--- config.mk ---
export PLATFORM = sky130hd
export DESIGN_NAME = jtdsp16_sio_rx
export DESIGN_NICKNAME = d
export VERILOG_FILES = /design/src/rtl/jtdsp16_sio_rx.sv
export SDC_FILE = /design/constraint.sdc
export NUM_CORES = 1
export LEC_CHECK = 0
export CAP_MARGIN = 5
export CORE_UTILIZATION = 45
export CTS_BUF_LIST = sky130_fd_sc_hd__clkbuf_4
export DETAILED_ROUTE_END_ITERATION = 10
export PLACE_DENSITY = 0.77
export SETUP_SLACK_MARGIN = 0.1
export SLEW_MARGIN = 20
export SYNTH_ARGS = -nofsm -noshare
export SYNTH_HDL_FRONTEND = slang
export SYNTH_SLANG_ARGS = --single-unit
--- constraint.sdc ---
create_clock -name clk -period 2.2 [get_ports clk]
set_clock_uncertainty 0.2 [all_clocks]
set_input_delay 0.33 -clock clk [delete_from_list [all_inputs] [get_ports clk]]
set_output_delay 0.33 -clock clk [all_outputs]
set_load 0.05 [all_outputs]
--- src/rtl/jtdsp16_sio_rx.sv ---
// DSP16 serial input port: synchronises the external ick/ild/di pins, shifts
// an 8- or 16-bit word into the ISR and hands it to the CPU-visible SDX register.
module jtdsp16_sio_rx (
  input  logic        rst,
  input  logic        clk,
  input  logic        cen,
  input  logic        di,
  input  logic        ick,
  input  logic        ild,
  input  logic        ilen16,
  input  logic        lsb_first,
  input  logic        sdx_read,
  output logic [15:0] sdx_dout,
  output logic        ibf,
  output logic        ovr,
  output logic        busy
);

  typedef enum logic {IDLE = 1'b0, SHIFT = 1'b1} state_t;

  state_t      state, state_nxt;
  logic        di_s1, di_s2;
  logic        ick_s1, ick_s2, ick_s3;
  logic        ild_s1, ild_s2, ild_s3;
  logic [1:0]  sync_vld;
  logic        ild_arm;
  logic        ild_rise, ick_rise;
  logic        sample, xfer, read_ok;
  logic [3:0]  cnt, last_cnt;
  logic        len_q, lsb_q;
  logic [15:0] isr, isr_nxt, word;

  // ild only counts once it has been seen low after reset, so a pin held
  // high through reset release does not look like a frame start.
  always_ff @(posedge clk or posedge rst) begin
    if (rst) begin
      di_s1    <= 1'b0;
      di_s2    <= 1'b0;
      ick_s1   <= 1'b0;
      ick_s2   <= 1'b0;
      ick_s3   <= 1'b0;
      ild_s1   <= 1'b0;
      ild_s2   <= 1'b0;
      ild_s3   <= 1'b0;
      sync_vld <= 2'b00;
      ild_arm  <= 1'b0;
    end else begin
      di_s1    <= di;
      di_s2    <= di_s1;
      ick_s1   <= ick;
      ick_s2   <= ick_s1;
      ick_s3   <= ick_s2;
      ild_s1   <= ild;
      ild_s2   <= ild_s1;
      ild_s3   <= ild_s2;
      sync_vld <= {sync_vld[0], 1'b1};
      ild_arm  <= ild_arm | (sync_vld[1] & ~ild_s2);
    end
  end

  assign ild_rise = ild_s2 & ~ild_s3 & ild_arm;
  assign ick_rise = ick_s2 & ~ick_s3;
  assign sample   = (state == SHIFT) & ick_rise & ~ild_rise;
  assign last_cnt = len_q ? 4'd15 : 4'd7;
  assign xfer     = sample & (cnt == last_cnt);
  assign read_ok  = sdx_read & cen;

  always_comb begin
    isr_nxt = isr;
    if (lsb_q) begin
      if (len_q) isr_nxt = {di_s2, isr[15:1]};
      else       isr_nxt = {8'h00, di_s2, isr[7:1]};
    end else begin
      isr_nxt = {isr[14:0], di_s2};
    end
    word = len_q ? isr_nxt : {8'h00, isr_nxt[7:0]};
  end

  always_ff @(posedge clk or posedge rst) begin
    if (rst) begin
      state <= IDLE;
    end else begin
      state <= state_nxt;
    end
  end

  always_comb begin
    state_nxt = state;
    case (state)
      IDLE:    if (ild_rise) state_nxt = SHIFT;
      SHIFT:   if (ild_rise) state_nxt = SHIFT;
               else if (xfer) state_nxt = IDLE;
      default: state_nxt = IDLE;
    endcase
  end

  always_comb begin
    busy = (state == SHIFT);
  end

  // A transfer beats a concurrent read: ibf stays set and ovr is left alone.
  always_ff @(posedge clk or posedge rst) begin
    if (rst) begin
      isr      <= 16'h0000;
      cnt      <= 4'd0;
      len_q    <= 1'b0;
      lsb_q    <= 1'b0;
      sdx_dout <= 16'h0000;
      ibf      <= 1'b0;
      ovr      <= 1'b0;
    end else begin
      if (ild_rise) begin
        isr   <= 16'h0000;
        cnt   <= 4'd0;
        len_q <= ilen16;
        lsb_q <= lsb_first;
      end else if (sample) begin
        isr <= isr_nxt;
        cnt <= cnt + 4'd1;
      end
      if (xfer) begin
        sdx_dout <= word;
        ibf      <= 1'b1;
        if (ibf && !read_ok) ovr <= 1'b1;
      end else if (read_ok) begin
        ibf <= 1'b0;
        ovr <= 1'b0;
      end
    end
  end

endmodule

==> load_flow_metrics.sql, run 1 <==
INSERT INTO impl_metrics (metric_group, metric, value, unit) VALUES
('worst_setup_path', 'rr_endpoint', 'sdx_dout[4]', ''),
('floorplan', 'placementRows', '24', ''),
('yosys', 'synth-async-reset-ratio', '1.00', ''),
('timing', 'fin_crit_sh', '0.935', ''),
('floorplan', 'die-area', '5130', 'µm²'),
('yosys', 'syn_avg_cell_area', '11.9', 'µm²'),
('cts', 'root_buffer', 'clkbuf_4', ''),
('worst_setup_path', 'capturing_element_type_of_the_critical_path', 'primary output', ''),
('floorplan', 'core_area', '4500', 'µm²'),
('placement', 'globalplace.congestion', '0.725', ''),
('drt', 'route.vias.total', '1451', ''),
('worst_setup_path', 'cp_slowest_cell', 'clkdlybuf4s50_1', ''),
('cts', 'cts_buffers', '5', ''),
('yosys', 'ys_warn_count', '0', ''),
('final_layout', 'area.growth.synth_to_final', '19.3', '%'),
('power_and_ir_drop', 'ir_drop', '0.000442', 'V'),
('final_layout', 'drive_above_1_share', '0.164', ''),
('final_layout', 'multi_input_comb_area', '798', 'µm²'),
('worst_setup_path', 'timing.critical_path.from_type', 'flip-flop', ''),
('cts', 'cts-hold-fix-buffers', '0', ''),
('floorplan', 'die_h', '71.6', 'µm'),
('yosys', 'postSynthRegisterBits', '52', ''),
('cts', 'ctsHtreeMaxLevel', '2', ''),
('placement', 'hpwl', '2500', 'µm'),
('drt', 'initialDrtViolationCount', '90', ''),
('grt', 'grt.overflow.total', '0', ''),
('yosys', 'area_share_of_the_leading_cell_type_in_the_synthesized_netlist', '0.596', ''),
('grt', 'vias_in_the_first_global_route', '1463', ''),
('worst_setup_path', 'worst-path-stages', '1', ''),
('floorplan', 'die-width', '71.6', 'µm'),
('power_and_ir_drop', 'cellPowerDensity', '672', 'nW/µm²'),
('cts', 'worst_setup_hold_path_clk_slew', '140', 'ps'),
('yosys', 'yosys-top-cells-area', 'dfrtp_1 (60%), mux2_4 (5.5%), mux2_2 (4.6%)', ''),
('worst_setup_path', 'required', '1670', 'ps'),
('timing', 'setup_repair_after_global_routing_missed_its_margin', 'no', ''),
('cts', 'clkSinkCount', '52', ''),
('worst_hold_path', 'hold_class', 'input pin to async pin', ''),
('worst_setup_path', 'timing.rr.start', 'len_q', ''),
('grt', 'number_of_antenna_violations_at_the_first_check_in_global_routing', '0', ''),
('timing', 'slew_viol_final', '0', ''),
('drt', 'route.final.wire_length', '3740', 'µm'),
('timing', 'report.final.setup_viol', '0', ''),
('drt', 'dr.pass1.iters', '4', ''),
('worst_setup_path', 'cp.buffers_inverters', '1', ''),
('yosys', 'synth_ff_type', 'dfrtp_1', ''),
('yosys', 'synth_area_leader_cell', 'dfrtp_1', ''),
('floorplan', 'start_util', '0.484', ''),
('worst_setup_path', 'data_arrival_time_of_the_critical_path', '1530', 'ps'),
('worst_setup_path', 'worst_path_largest_cell_delay', '800', 'ps'),
('yosys', 'mappedNetlistArea', '2180', 'µm²'),
('yosys', 'count_of_flip_flops_with_a_built_in_enable_after_synthesis', '0', ''),
('worst_setup_path', 'worstRegToRegCells', '4', ''),
('final_layout', 'antenna_cells_inserted', '0', ''),
('yosys', 'count_of_different_cell_masters_after_synthesis', '32', ''),
('floorplan', 'pin_count', '28', ''),
('yosys', 'syn-instance-count', '183', ''),
('power_and_ir_drop', 'leakagePower', '1.40', 'nW'),
('final_layout', 'design.final.nets', '222', ''),
('timing', 'tightestPinTransition', '506', 'ps'),
('status', 'status', 'completed', ''),
('grt', 'grt_first_pass_wirelength', '6540', 'µm'),
('cts', 'tritoncts', 'built', ''),
('timing', 'maxSlewHeadroom', '0.662', ''),
('drt', 'post_detailed_route_wirelength_per_cell', '14.1', 'µm'),
('placement', 'place.port_buffers', '27', ''),
('timing', 'timing.final.hold_violations', '0', ''),
('worst_setup_path', 'reg2reg_slack', '200', 'ps'),
('worst_setup_path', 'crit_family', 'buffers and inverters', ''),
('power_and_ir_drop', 'design_power_total', '1.75', 'mW'),
('yosys', 'synth_fp_nets', '193', ''),
('timing', 'period_minus_slack', '2060', 'ps');
-- layer usage --
| metal | routed length [µm] | GRT usage | vias to the layer above |
|---|---|---|---|
| met5 | 0 | 0 | - |
| met4 | 43 | 0.0545 | 0 |
| li1 | - | - | 689 |
| met3 | 163 | 0.0408 | 6 |
| met2 | 1750 | 0.257 | 35 |
| met1 | 1780 | 0.223 | 721 |
-- layout make-up --
type,instances,share of cell area
Sequential cell,52,0.500
Inverter,3,0.00432
Clock buffer,5,0.0144
Tap cell,52,0.0250
Multi-Input combinational cell,115,0.307
Timing Repair Buffer,35,0.144
Clock inverter,3,0.00529
-- worst max-delay path by stage --
stage | startpoint | to | slack (ps)
finish | ibf | ibf | 140
global route | sdx_dout[13] | sdx_dout[13] | 100
CTS | sdx_dout[4] | sdx_dout[4] | 110
detailed placement | len_q | sdx_dout[0] | 220
global placement | ild_arm | sdx_dout[0] | 260
floorplan | busy | sdx_dout[0] | 140
-- Yosys cell counts (3+ instances only) --
master,instances
o2bb2ai_1,8
nor2b_1,8
nand2_1,6
buf_6,3
mux2_4,8
a21oi_1,13
mux2_2,9
clkbuf_1,10
inv_1,3
dfrtp_1,52
nor2_1,24
a211oi_1,8
nor3_1,7
-- cells by family (layout without fill, tap and decap cells) --
kind of cell,count (synthesis),count (layout),synth area share
simple gates,57,57,0.128
flops,52,52,0.596
compound gates,36,36,0.116
mux,18,18,0.106
buf+inv,16,46,0.0378
xor+xnor,2,2,0.00803
fa+ha+maj,1,1,0.00573
other cells,1,1,0.00172
-- repair_timing --
| item | 4_1_cts | 5_1_grt |
|---|---|---|
| setup buffers | 0 | 0 |
| resized for setup | 2 | 14 |
| setup endpoints to repair | 2 | 14 |
-- placed cells by master (no fill, tap or decap), types with 2 or more instances in the layout --
| cell | count |
|---|---|
| dfrtp_1 | 51 |
| nor2_1 | 24 |
| dlymetal6s2s_1 | 14 |
| a21oi_1 | 13 |
| clkdlybuf4s50_1 | 11 |
| mux2_2 | 9 |
| nor2b_1 | 8 |
| o2bb2ai_1 | 8 |
| mux2_4 | 8 |
| a211oi_1 | 8 |
| nor3_1 | 7 |
| buf_4 | 7 |
| nand2_1 | 6 |
| clkbuf_4 | 5 |
| and3b_1 | 2 |
| o21ai_0 | 2 |
| or3_1 | 2 |
| nand2b_1 | 2 |
| or4_1 | 2 |
| inv_1 | 2 |
| clkinv_2 | 2 |
| dlygate4sd2_1 | 2 |
-- through the flow --
stage / instances / worst slack [ps] / hold slack, ps / cell area (µm²) / utilization
3_3_place_gp: 257 / 262 / 133 / 2520 / 0.559
5_1_grt: 265 / 100 / 125 / 2600 / 0.578
3_5_place_dp: 257 / 219 / 136 / 2520 / 0.559
2_1_floorplan: 183 / 140 / 131 / 2180 / -
4_1_cts: 265 / 107 / 118 / 2570 / 0.570
6_report: 265 / 143 / 113 / 2600 / 0.578
-- power breakdown --
part	switching (mW)	leakage (nW)	internal, mW
Clock	0.280	0.0324	0.118
Sequential	0.0613	0.667	1.02
Combinational	0.138	0.704	0.127
Total	0.479	1.40	1.27
-- tightest hold or removal path, cell delays in order --
cell and delay [ps]:
clkdlybuf4s50_1 410, inv_2 70, buf_12 260
-- state kept, by name, indices dropped and copies added, names as in the netlist, 2 cells and up --
signal / count
sdx_dout: 16
sync_vld: 2
cnt: 4
isr: 16
No activity file was read; power rests on OpenSTA's default activity.
==> run 2, diff against run 1 <==
CORE_ASPECT_RATIO = 1.4   (was unset)
==> load_flow_metrics.sql, run 2 (synthesized netlist as in run 1, its figures left out) <==
INSERT INTO impl_metrics (metric_group, metric, value, unit) VALUES
('grt', 'number_of_antenna_violations_at_the_first_check_in_global_routing', '0', ''),
('grt', 'top_usage_layer', 'met2', ''),
('cts', 'ctsHtreeMaxLevel', '2', ''),
('placement', 'globalplace.congestion', '0.768', ''),
('cts', 'root_buffer', 'clkbuf_4', ''),
('floorplan', 'die-width', '60.9', 'µm'),
('floorplan', 'start_util', '0.474', ''),
('grt', 'use_met3', '0.0324', ''),
('cts', 'clkSinkCount', '52', ''),
('placement', 'hpwl', '2700', 'µm'),
('timing', 'setup-tns-final', '0', 'ps'),
('cts', 'ctsLongestPathBuffers', '2', ''),
('timing', 'report.final.setup_viol', '0', ''),
('final_layout', 'largestRegisters', 'isr x16, sdx_dout x16, cnt x4', ''),
('drt', 'route.final.wire_length', '4010', 'µm'),
('final_layout', 'register_area', '1300', 'µm²'),
('drt', 'dr.pass1.iters', '4', ''),
('drt', 'route.vias.total', '1435', ''),
('worst_setup_path', 'worstSetupPathType', 'flip-flop to primary output', ''),
('grt', 'grt_usage', '0.176', ''),
('cts', 'cts_buffers', '5', ''),
('final_layout', 'multi_input_comb_area', '798', 'µm²'),
('drt', 'via_per_inst', '5.22', ''),
('timing', 'fin_crit_sh', '0.934', ''),
('grt', 'grt.met1_usage', '0.246', ''),
('drt', 'postRouteAntennaNets', '0', ''),
('worst_setup_path', 'required', '1670', 'ps'),
('power_and_ir_drop', 'cellPowerDensity', '715', 'nW/µm²'),
('final_layout', 'drive_above_1_share', '0.169', ''),
('floorplan', 'die_h', '84.4', 'µm'),
('worst_setup_path', 'worst_path_fanout_max', '2', ''),
('floorplan', 'die-area', '5140', 'µm²'),
('timing', 'setup_repair_after_global_routing_missed_its_margin', 'no', ''),
('grt', 'grt_first_pass_wirelength', '6690', 'µm'),
('power_and_ir_drop', 'design_power_total', '1.89', 'mW'),
('flow_run', 'maxCapViolations', '0', ''),
('timing', 'slew_viol_final', '0', ''),
('worst_setup_path', 'crit_family', 'buffers and inverters', ''),
('drt', 'initialDrtViolationCount', '32', ''),
('cts', 'cts-hold-fix-buffers', '0', ''),
('timing', 'setup_slack', '145', 'ps'),
('floorplan', 'pin_count', '28', ''),
('cts', 'tritoncts', 'built', ''),
('final_layout', 'design.final.nets', '222', ''),
('worst_setup_path', 'timing.critical_path.cells', 'clkdlybuf4s50_1', ''),
('grt', 'grt.overflow.total', '0', ''),
('worst_hold_path', 'hold_class', 'input pin to async pin', ''),
('worst_setup_path', 'cp_slowest_cell', 'clkdlybuf4s50_1', ''),
('power_and_ir_drop', 'leakagePower', '1.41', 'nW'),
('placement', 'placement.setup.worst_slack', '236', 'ps'),
('grt', 'met2_track_usage_gr', '0.258', ''),
('power_and_ir_drop', 'ir_drop', '0.000468', 'V'),
('timing', 'timing.final.hold_violations', '0', ''),
('worst_setup_path', 'worst_path_largest_cell_delay', '800', 'ps'),
('cts', 'worst_setup_hold_path_clk_slew', '140', 'ps'),
('placement', 'place.port_buffers', '27', ''),
('final_layout', 'antenna_cells_inserted', '0', ''),
('floorplan', 'core_area', '4610', 'µm²'),
('status', 'status', 'completed', ''),
('worst_setup_path', 'timing.critical_path.from_type', 'flip-flop', ''),
('final_layout', 'nFillCells', '386', ''),
('final_layout', 'layout_commonest_cell', 'dfrtp_1', ''),
('worst_setup_path', 'cp.buffers_inverters', '1', ''),
('final_layout', 'area.growth.synth_to_final', '20.9', '%'),
('grt', 'vias_in_the_first_global_route', '1384', ''),
('cts', 'clock_insertion_delay_worst_skew', '360', 'ps'),
('timing', 'tightestPinTransition', '508', 'ps'),
('drt', 'post_detailed_route_wirelength_per_cell', '14.6', 'µm'),
('final_layout', 'final_cell_mix', 'dfrtp_1 (51), nor2_1 (24), a21oi_1 (13), dlymetal6s2s_1 (13)', ''),
('worst_setup_path', 'data_arrival_time_of_the_critical_path', '1530', 'ps'),
('timing', 'maxSlewHeadroom', '0.661', ''),
('timing', 'max_freq', '487', 'MHz'),
('worst_setup_path', 'capturing_element_type_of_the_critical_path', 'primary output', ''),
('timing', 'period_minus_slack', '2060', 'ps'),
('grt', 'pin_count_of_the_biggest_net_entering_global_routing', '26', ''),
('drt', 'drt_drc_violations_left', '0', ''),
('floorplan', 'placementRows', '29', '');
==> run 2: cell count changes in the layout (fill, tap and decap cells not counted) <==
cell             previous run  this run
dlygate4sd2_1               2         5
clkdlybuf4s50_1            11         9
clkbuf_4                    5         6
clkinv_1                    1         0
clkinv_2                    2         1
dlymetal6s2s_1             14        13
bufinv_16                   0         1
==> run 2: cell type report <==
type                       instances  share of cell area
multi-input combinational        115               0.303
clock inverter                     2              0.0133
clock buffer                       6              0.0171
timing repair buffer              35               0.140
tap                               62              0.0294
sequential                        52               0.494
inverter                           3             0.00427
==> run 2: routing by layer <==
| layer | vias to the layer above | part of all wire |
|---|---|---|
| li1 | 693 | - |
| met1 | 708 | 0.46 |
| met2 | 24 | 0.49 |
| met3 | 10 | 0.024 |
| met4 | 0 | 0.028 |
| met5 | - | 0 |
==> run 2: timing repair <==
item / 4_1_cts / 5_1_grt
setup buffers: 0 / 0
setup endpoints to repair: 5 / 13
pin swaps: 0 / 0
gates resized for setup: 5 / 13
==> run 2: report_power, final <==
group / internal, mW / switching, mW / total [mW]
registers: 1.02 / 0.0619 / 1.09
logic: 0.126 / 0.138 / 0.265
clock network: 0.251 / 0.285 / 0.536
total: 1.40 / 0.485 / 1.89
==> run 2: stage by stage <==
| step | cells | util | area [µm²] | hold slack [ps] |
|---|---|---|---|---|
| 5_1_grt | 275 | 0.573 | 2640 | 97.5 |
| 4_1_cts | 275 | 0.566 | 2610 | 87.6 |
| 2_1_floorplan | 183 | - | 2180 | 131 |
| 3_3_place_gp | 267 | 0.550 | 2530 | 134 |
| 3_5_place_dp | 267 | 0.550 | 2530 | 136 |
| 6_report | 275 | 0.573 | 2640 | 83.1 |
==> run 2: final timing paths <==
path	from	end	slack (ps)	cells past startpoint
worst max-delay path	sdx_dout[13]	sdx_dout[13]	140	1
worst min-delay path	rst	ibf	80	2
worst max register to register	cnt[0]	sdx_dout[1]	210	5
worst min register to register	di_s1	di_s2	170	0
max in group asynchronous	rst	cnt[2]	1220	3
min in group clk	di_s1	di_s2	170	0
==> run 3, diff against run 2 <==
CORE_UTILIZATION = 57   (was 45)
PLACE_DENSITY = 0.92   (was 0.77)
SLEW_MARGIN = unset   (was 20)
TNS_END_PERCENT = 1   (was unset)
==> load_flow_metrics.sql, run 3 (synthesized netlist as in run 1, its figures left out) <==
INSERT INTO impl_metrics (metric_group, metric, value, unit) VALUES
('flow_run', 'maxCapViolations', '0', ''),
('drt', 'route.vias.total', '1431', ''),
('drt', 'initialDrtViolationCount', '21', ''),
('placement', 'place.port_buffers', '27', ''),
('drt', 'post_detailed_route_wirelength_per_cell', '15.5', 'µm'),
('worst_setup_path', 'reg2reg_slack', '170', 'ps'),
('cts', 'cts_buffers', '5', ''),
('cts', 'root_buffer', 'clkbuf_4', ''),
('placement', 'hpwl', '2840', 'µm'),
('drt', 'route.met2.wl', '2050', 'µm'),
('drt', 'via_per_inst', '5.59', ''),
('cts', 'clkSinkCount', '52', ''),
('final_layout', 'drive_above_1_share', '0.168', ''),
('timing', 'tightestPinTransition', '505', 'ps'),
('final_layout', 'postLayoutCellArea', '2600', 'µm²'),
('drt', 'dr.pass1.iters', '4', ''),
('cts', 'clock_insertion_delay_worst_skew', '360', 'ps'),
('worst_setup_path', 'worstRegToRegCells', '4', ''),
('timing', 'maxSlewHeadroom', '0.662', ''),
('drt', 'postRouteAntennaNets', '0', ''),
('power_and_ir_drop', 'cellPowerDensity', '725', 'nW/µm²'),
('final_layout', 'area.growth.synth_to_final', '19.0', '%'),
('placement', 'dp.cells', '248', ''),
('floorplan', 'core_area', '3640', 'µm²'),
('final_layout', 'layout_commonest_cell', 'dfrtp_1', ''),
('worst_setup_path', 'timing.critical_path.from_type', 'flip-flop', ''),
('grt', 'vias_in_the_first_global_route', '1407', ''),
('floorplan', 'die-width', '54.3', 'µm'),
('placement', 'globalplace.congestion', '0.807', ''),
('timing', 'max_freq', '476', 'MHz'),
('worst_setup_path', 'timing.critical_path.cells', 'clkdlybuf4s50_1', ''),
('final_layout', 'design.final.nets', '223', ''),
('final_layout', 'final-instance-count-excl-fill', '256', ''),
('timing', 'fin_crit_sh', '0.955', ''),
('worst_hold_path', 'hold_class', 'input pin to async pin', ''),
('timing', 'setup_repair_after_global_routing_missed_its_margin', 'yes', ''),
('drt', 'drt-met1-wl', '1720', 'µm'),
('final_layout', 'antenna_cells_inserted', '0', ''),
('cts', 'tritoncts', 'built', ''),
('grt', 'grt_first_pass_wirelength', '6510', 'µm'),
('drt', 'detailroute.wirelength.met3', '104', 'µm'),
('cts', 'ctsLongestPathBuffers', '2', ''),
('drt', 'route.top_layer_used', 'met4', ''),
('timing', 'timing.final.hold_violations', '0', ''),
('floorplan', 'die-area', '4080', 'µm²'),
('drt', 'route.final.wire_length', '3970', 'µm'),
('timing', 'period_minus_slack', '2100', 'ps'),
('worst_setup_path', 'worst_path_largest_cell_delay', '810', 'ps'),
('worst_setup_path', 'cp_slowest_cell', 'clkdlybuf4s50_1', ''),
('worst_setup_path', 'crit_family', 'buffers and inverters', ''),
('worst_setup_path', 'cp.buffers_inverters', '1', ''),
('floorplan', 'pin_count', '28', ''),
('final_layout', 'largestRegisters', 'isr x16, sdx_dout x16, cnt x4', ''),
('grt', 'grt_usage', '0.229', ''),
('grt', 'pin_count_of_the_biggest_net_entering_global_routing', '35', ''),
('floorplan', 'placementRows', '26', ''),
('placement', 'placement.cell_area', '2510', 'µm²'),
('cts', 'post-cts-setup-buffer-count', '0', ''),
('status', 'status', 'completed', ''),
('worst_setup_path', 'required', '1670', 'ps'),
('grt', 'grt.overflow.total', '0', ''),
('cts', 'ctsHtreeMaxLevel', '2', ''),
('drt', 'drt_drc_violations_left', '0', ''),
('floorplan', 'die_h', '75.2', 'µm'),
('worst_setup_path', 'startpoint', 'ovr', ''),
('worst_setup_path', 'rr_endpoint', 'sdx_dout[3]', ''),
('timing', 'report.final.setup_viol', '0', ''),
('floorplan', 'start_util', '0.599', ''),
('worst_setup_path', 'worst_path_fanout_max', '2', ''),
('power_and_ir_drop', 'ir_drop', '0.000597', 'V'),
('final_layout', 'final_util', '0.713', ''),
('worst_setup_path', 'capturing_element_type_of_the_critical_path', 'primary output', ''),
('timing', 'setup-tns-final', '0', 'ps'),
('worst_setup_path', 'data_arrival_time_of_the_critical_path', '1570', 'ps'),
('final_layout', 'final_cell_mix', 'dfrtp_1 (51), clkdlybuf4s50_1 (25), nor2_1 (24)', ''),
('cts', 'worst_setup_hold_path_clk_slew', '140', 'ps'),
('worst_setup_path', 'worstSetupPathType', 'flip-flop to primary output', ''),
('timing', 'slew_viol_final', '0', ''),
('power_and_ir_drop', 'leakagePower', '1.17', 'nW'),
('worst_setup_path', 'timing.rr.start', 'ild_s2', ''),
('grt', 'number_of_antenna_violations_at_the_first_check_in_global_routing', '0', '');
run 3: cell types whose count changed in the layout (fill, tap and decap cells not counted):
cell             previous run  this run
buf_4                       7         8
clkbuf_4                    6         5
clkdlybuf4s50_1             9        25
clkinv_1                    0         1
clkinv_2                    1         0
clkinv_4                    0         1
dlygate4sd2_1               5         1
dlymetal6s2s_1             13         1
run 3: what timing repair did:
action | CTS | global route
hold buffers | 0 | 0
pin swaps | 0 | 0
gates cloned | 0 | 0
gates resized for setup | 1 | 1
setup endpoints to repair | 8 | 18
run 3: through the flow:
| step | power (mW) | setup WS, ps | hold WS [ps] |
|---|---|---|---|
| after detailed placement | 1.38 | 212 | 136 |
| after global routing | 1.97 | 47.2 | 74.6 |
| after global placement | 1.36 | 278 | 132 |
| after CTS | 1.90 | 74.1 | 54.8 |
| after floorplan | 1.29 | 140 | 131 |
| final | 1.88 | 99.8 | 55.8 |
run 3: metal layers:
metal | vias to the layer above | global-route usage
li1 | 697 | -
met1 | 703 | 0.299
met2 | 24 | 0.366
met3 | 7 | 0.0505
met4 | 0 | 0.0940
met5 | - | 0
run 3: worst max path at each step:
stage	slack (ps)	to	cells after the start
after floorplan	140	sdx_dout[0]	4
after global placement	280	sdx_dout[0]	4
after detailed placement	210	sdx_dout[5]	4
after CTS	70	ovr	1
after global routing	50	sdx_dout[3]	1
final	100	ovr	1
run 3: where the power goes:
part	total (mW)	internal (mW)	switching, mW
Sequential	1.08	1.02	0.0518
Clock	0.523	0.238	0.285
Combinational	0.283	0.131	0.152
run 3: final cells by class:
| type | instances | area (µm²) |
|---|---|---|
| Fill cell | 243 | 1050 |
| Clock inverter | 3 | 42.5 |
| Timing Repair Buffer | 36 | 352 |
| Clock buffer | 5 | 37.5 |
| Multi-Input combinational cell | 115 | 798 |
| Tap cell | 42 | 52.6 |
| Inverter | 3 | 11.3 |
| Sequential cell | 52 | 1300 |
